`config.mk`:
```
export PLATFORM = sky130hd
export DESIGN_NAME = updown_mod_counter_flat
export DESIGN_NICKNAME = d
export VERILOG_FILES = /design/src/rtl/updown_mod_counter_pkg.sv /design/src/rtl/updown_mod_counter_if.sv /design/src/rtl/updown_mod_counter_reg.sv /design/src/rtl/updown_mod_counter.sv /design/src/flat_wrapper.sv
export SDC_FILE = /design/constraint.sdc
export NUM_CORES = 1
export LEC_CHECK = 0
export ABC_AREA = 1
export CORE_UTILIZATION = 54
export DETAILED_ROUTE_END_ITERATION = 8
export PLACE_DENSITY_LB_ADDON = 0.1
export SLEW_MARGIN = 20
export SYNTH_ARGS = -nofsm -noshare
export SYNTH_HDL_FRONTEND = slang
export SYNTH_HIERARCHICAL = 1
export SYNTH_SLANG_ARGS = --single-unit
export TNS_END_PERCENT = 30
```
`constraint.sdc`:
```
create_clock -name clk -period 2.6 [get_ports clk]
set_input_delay 0.78 -clock clk [delete_from_list [all_inputs] [get_ports clk]]
set_output_delay 0.78 -clock clk [all_outputs]
set_load 0.05 [all_outputs]
```
`src/rtl/updown_mod_counter_pkg.sv`:
```
// Shared constants and helpers for the modulo up/down counter family.
package counter_pkg;

    localparam logic DIR_UP   = 1'b1;
    localparam logic DIR_DOWN = 1'b0;

    // Saturates a requested load value into the legal count range 0..modulus-1.
    function automatic logic [63:0] clamp_load(input logic [63:0] value,
                                               input logic [63:0] modulus);
        logic [63:0] max_value;
        max_value = modulus - 64'd1;
        return (value > max_value) ? max_value : value;
    endfunction

endpackage

```
`src/rtl/updown_mod_counter_if.sv`:
```
// Control/status bundle of one modulo up/down counter stage.
interface updown_mod_counter_if #(
    parameter int WIDTH = 8
);
    logic             enable;
    logic             up_down;
    logic             clear;
    logic             load;
    logic [WIDTH-1:0] load_value;
    logic [WIDTH-1:0] outQ;
    logic             tc;
    logic             wrap;

    modport master (
        output enable, up_down, clear, load, load_value,
        input  outQ, tc, wrap
    );

    modport slave (
        input  enable, up_down, clear, load, load_value,
        output outQ, tc, wrap
    );
endinterface

```
`src/rtl/updown_mod_counter_reg.sv`:
```
// Register with asynchronous active-high reset to zero and a load enable.
module counter_reg #(
    parameter int WIDTH = 8
) (
    input  logic             clk,
    input  logic             reset,
    input  logic             en,
    input  logic [WIDTH-1:0] d,
    output logic [WIDTH-1:0] q
);

    always_ff @(posedge clk or posedge reset) begin
        if (reset) begin
            q <= '0;
        end else if (en) begin
            q <= d;
        end
    end

endmodule

```
`src/rtl/updown_mod_counter.sv`:
```
// Modulo-N up/down counter with clear, clamped load, combinational tc for
// cascading and a registered one-cycle wrap pulse.
module updown_mod_counter
    import counter_pkg::*;
#(
    parameter int WIDTH   = 8,
    parameter int MODULUS = 256
) (
    input  logic                     clk,
    input  logic                     reset,
    updown_mod_counter_if.slave      bus
);

    if (WIDTH < 1 || MODULUS < 2 || 64'(MODULUS) > (64'd1 << WIDTH)) begin : g_bad_param
        $fatal(1, "updown_mod_counter: MODULUS must lie in 2..2**WIDTH");
    end

    localparam logic [WIDTH-1:0] MAX = WIDTH'(MODULUS - 1);

    logic [WIDTH-1:0] count;
    logic [WIDTH-1:0] count_next;
    logic             count_en;
    logic             wrap_next;
    logic             wrap_q;
    logic             at_max;
    logic             at_zero;

    assign at_max  = (count == MAX);
    assign at_zero = (count == '0);

    always_comb begin
        count_next = count;
        count_en   = 1'b0;
        wrap_next  = 1'b0;
        if (bus.clear) begin
            count_next = '0;
            count_en   = 1'b1;
        end else if (bus.load) begin
            count_next = WIDTH'(clamp_load(64'(bus.load_value), 64'(MODULUS)));
            count_en   = 1'b1;
        end else if (bus.enable) begin
            count_en = 1'b1;
            if (bus.up_down == DIR_UP) begin
                count_next = at_max ? '0 : count + WIDTH'(1);
                wrap_next  = at_max;
            end else begin
                count_next = at_zero ? MAX : count - WIDTH'(1);
                wrap_next  = at_zero;
            end
        end
    end

    counter_reg #(.WIDTH(WIDTH)) u_count_reg (
        .clk   (clk),
        .reset (reset),
        .en    (count_en),
        .d     (count_next),
        .q     (count)
    );

    // The wrap flop reloads every edge so the pulse never outlives one cycle.
    counter_reg #(.WIDTH(1)) u_wrap_reg (
        .clk   (clk),
        .reset (reset),
        .en    (1'b1),
        .d     (wrap_next),
        .q     (wrap_q)
    );

    assign bus.outQ = count;
    assign bus.wrap = wrap_q;
    assign bus.tc   = bus.enable & ((bus.up_down & at_max) | (~bus.up_down & at_zero));

endmodule

```
`src/flat_wrapper.sv`:
```
// flat-port wrapper written by rule: the top's interface ports become plain ports
module updown_mod_counter_flat import counter_pkg::*;
#(
    parameter int WIDTH   = 8,
    parameter int MODULUS = 256
)
  (clk, reset, bus_enable, bus_up_down, bus_clear, bus_load, bus_load_value, bus_outQ, bus_tc, bus_wrap);
  updown_mod_counter_if #(.WIDTH(WIDTH)) bus_i ();
  input  logic clk;
  input  logic reset;
  input wire logic [$bits(bus_i.enable)-1:0] bus_enable;
  input wire logic [$bits(bus_i.up_down)-1:0] bus_up_down;
  input wire logic [$bits(bus_i.clear)-1:0] bus_clear;
  input wire logic [$bits(bus_i.load)-1:0] bus_load;
  input wire logic [$bits(bus_i.load_value)-1:0] bus_load_value;
  output wire logic [$bits(bus_i.outQ)-1:0] bus_outQ;
  output wire logic [$bits(bus_i.tc)-1:0] bus_tc;
  output wire logic [$bits(bus_i.wrap)-1:0] bus_wrap;
  assign bus_i.enable = bus_enable;
  assign bus_i.up_down = bus_up_down;
  assign bus_i.clear = bus_clear;
  assign bus_i.load = bus_load;
  assign bus_i.load_value = bus_load_value;
  assign bus_outQ = bus_i.outQ;
  assign bus_tc = bus_i.tc;
  assign bus_wrap = bus_i.wrap;
  updown_mod_counter #(.WIDTH(WIDTH), .MODULUS(MODULUS)) u_core (.clk(clk), .reset(reset), .bus(bus_i));
endmodule
```
==> summary.md <==
| Metric | Value |
|---|---|
| Antenna viol nets, final | 0 |
| Number of port buffers | 23 |
| R2R Setup Slk | 950 ps |
| Fin. Hold Viols | 0 |
| Worst hold path type | reg2reg |
| Slew Limit Fails | 0 |
| Routed wire per std cell | about 12 um |
| Post-CTS setup buffer count | 0 |
| YS warnings | 6 |
| Terminus of the critical flop-to-flop path | u_core/u_wrap_reg/q |
| Worst vdd ir | roughly 0.00035 V |
| Unrepaired setup endpoints after global routing | false |
| Req. time, crit path | between 1500 and 2000 ps |
| Initial DRC count | 33 |
| Sequential area share after synthesis | 0.2103 |
| Area growth syn-to-layout | 23.25% |
| CP max FO | 3 |
| Period minus WS final | ~2500 ps |
| CTS H-tree lvls | 1 |
| Core Box Area | approximately 1800 um2 |
| Max_cap viols | 0 |
| Post-Route Setup TNS | 0 ps |
| Crit. End Element | output pin |
| Mux share of post-synthesis cell area | 0 |
| Fillcell total | 152 |
| Yosys reg bits | 9 |
| Final setup viols | 0 |
| Clock Latency Late Sink | about 260 ps |
| Initial antenna violation count | 0 |
| Min-delay src | u_core/u_count_reg/q[5] |
| Synthesized-area fraction occupied by adder cells | 0.03505 |
| Finished Layout Cells | about 220 |
| Kind of critical path | in2out |
| CTS tree | done |
| Hold Crit Depth | 2 |
| # IOs | 24 |
| Die area | about 2200 um2 |
| Routed vias | roughly 1.2k |
| Number of library cell types mapped by synthesis | 25 |
| Worst flop-to-flop path startpoint | u_core/u_count_reg/q[2] |
| DRC violations left | 0 |
| First-pass GRT wire length | around 4.3 mm |
| First-pass DRT Iterations | 4 |
| Routed WL | roughly 2.6 mm |
| Worst r2r path cells | 7 |
| Pin count of the biggest net entering global routing | 11 |
| Post-synthesis compound-gate area fraction | 0.1811 |
| RD Place Congestion | just over 0.9 |
| Syn_area_per_cell | between 6 and 7 um2 |
| P per Cell Area | about 420 nW/um2 |
| Initial Util | 0.6007 |
| Mapped Cells | 174 |
| Worst Skew | 1.981 ps |
| Largest family of logic cells by synthesized area | simple AND/OR/NAND/NOR gates |
| ANT cells | 0 |
| Critical Path AT | 1760 ps |
| Layout cell share with drive strength beyond 1 | 0.1263 |
| Final period util | 0.9788 |
| Placed cell count | ~220 |
| Netlist Area Pre-Place | around 1100 um2 |
| Worst-path clk slew | 60 ps |
| Synth Area in Simple Gates | 0.4147 |
| Std-Cell Rows | 15 |
| Worst setup SP type | input pin |
| Hold Path End | u_core/u_count_reg/q[5] |
| Vias in the first global route | 1,009 |
| Status | finished clean |
| Root Driver | clkbuf_4 |
| Clock Sinks | 9 |
| Die width | 46.54 um |
| GRT overflow | 0 |
| Vias per cell | around 5.4 |
| NumNets Final | ~220 |
| Lkg Pwr | between 0.6 and 0.7 nW |
| Post-DP HPWL | ~2.1 mm |
| Fmax | around 390 MHz |
| Cts bufs inserted | 3 |
| Synth Area in XOR/XNOR | 0.01636 |
| Buffer depth of the longest clock path | 2 |
| Worst-Margin Slew | between 500 and 600 ps |
| Chip height | approximately 47 um |
| Gr usage total | 0.2755 |
| Relative slew slack | 0.6612 |
-- critical path, stage by stage --
cell and delay, ps:
clkdlybuf4s50_1 540, o21ai_2 100, a21oi_2 180, buf_12 160
-- metrics by stage --
stage          hold slack, ps  cell area (um2)  setup WS, ps  total power, mW    util
2_1_floorplan           508.7             1075         17.09           0.3719       -
3_5_place_dp            559.2             1291         65.04           0.4456  0.7242
5_1_grt                 586.5             1320         1.457           0.5895  0.7404
6_report                576.7             1320         55.19           0.5499  0.7404
4_1_cts                 575.3             1318         27.12           0.5522  0.7389
3_3_place_gp            553.5             1291         79.03           0.4379  0.7242
-- cell usage in the layout (no fill, tap or decap) --
| master | synthesis | final |
|---|---|---|
| nand3_2 | 1 | 1 |
| clkinv_1 | 1 | 1 |
| nor2_4 | 2 | 2 |
| dfrtp_1 | 9 | 7 |
| clkbuf_1 | 0 | 1 |
| nand4_1 | 1 | 1 |
| xnor2_1 | 2 | 2 |
| o21ai_2 | 2 | 2 |
| nand2_2 | 2 | 2 |
| o21ai_0 | 12 | 12 |
| dfrtp_2 | 0 | 2 |
| and2_1 | 1 | 1 |
| inv_1 | 16 | 16 |
| ha_1 | 3 | 3 |
| nand3b_4 | 1 | 1 |
| nor2_2 | 3 | 3 |
| nor2_1 | 11 | 11 |
| buf_4 | 0 | 3 |
| o21ai_1 | 3 | 3 |
| inv_2 | 2 | 2 |
| nand3_1 | 17 | 17 |
| nand2_1 | 59 | 59 |
| conb_1 | 1 | 2 |
| buf_12 | 0 | 1 |
| clkdlybuf4s50_1 | 0 | 22 |
| a21oi_1 | 15 | 15 |
| clkbuf_4 | 0 | 3 |
| a21oi_2 | 3 | 3 |
-- how the worst max path moves through the flow --
stage | startpoint | to | cells after the start
2_1_floorplan | u_core/u_count_reg/q[1] | bus_tc | 5
3_3_place_gp | bus_up_down | bus_tc | 4
3_5_place_dp | bus_up_down | bus_tc | 4
4_1_cts | u_core/u_count_reg/q[0] | bus_tc | 6
5_1_grt | bus_up_down | bus_tc | 4
6_report | bus_up_down | bus_tc | 4
-- Yosys cell counts --
cell | count | area share
nand2_1 | 59 | 0.21
nand3_1 | 17 | 0.079
inv_1 | 16 | 0.056
a21oi_1 | 15 | 0.070
o21ai_0 | 12 | 0.056
nor2_1 | 11 | 0.039
dfrtp_1 | 9 | 0.21
buf_6 | 4 | 0.042
a21oi_2 | 3 | 0.025
ha_1 | 3 | 0.035
nor2_2 | 3 | 0.018
o21ai_1 | 3 | 0.014
clkbuf_8 | 2 | 0.026
inv_2 | 2 | 0.0070
nand2_2 | 2 | 0.012
nor2_4 | 2 | 0.021
o21ai_2 | 2 | 0.016
xnor2_1 | 2 | 0.016
and2_1 | 1 | 0.0058
clkbuf_2 | 1 | 0.0047
clkinv_1 | 1 | 0.0035
conb_1 | 1 | 0.0035
nand3_2 | 1 | 0.0093
nand3b_4 | 1 | 0.019
nand4_1 | 1 | 0.0058
-- state kept, by name (all words and copies together), names as in the netlist --
signal                flops
u_core/u_count_reg/q      8
u_core/u_wrap_reg/q       1
-- repair_timing --
item | in CTS | in global routing
hold endpoints to repair | 0 | 0
hold buffers | 0 | 0
gates resized for setup | 0 | 2
endpoints found under the setup margin | 0 | 1
-- power breakdown --
group / internal (mW) / switching [mW] / total (mW)
Clock: 0.0589 / 0.0451 / 0.104
Combinational: 0.101 / 0.163 / 0.264
Sequential: 0.153 / 0.0292 / 0.182
Total: 0.313 / 0.237 / 0.550
-- cell families after synthesis --
kind of cell | count (synthesis)
compound gates | 35
xor+xnor | 2
fa+ha+maj | 3
buf+inv | 26
flops | 9
other cells | 1
simple gates | 98
-- layout make-up --
class	count	area, um2	area share
Timing Repair Buffer	26	262.8	0.1991
Clock buffer	4	26.28	0.01991
Sequential cell	9	227.7	0.1725
Tap cell	25	31.28	0.02370
Multi-Input combinational cell	140	700.7	0.5308
Inverter	19	71.32	0.05403
-- routing by layer --
metal,up-vias,GRT usage,part of all wire
li1,607,-,-
met5,-,0,0
met1,545,0.3529,0.44
met3,0,0.06275,0.056
met4,0,0.03529,0
met2,45,0.4750,0.50
(Power assumes the default switching activity.)
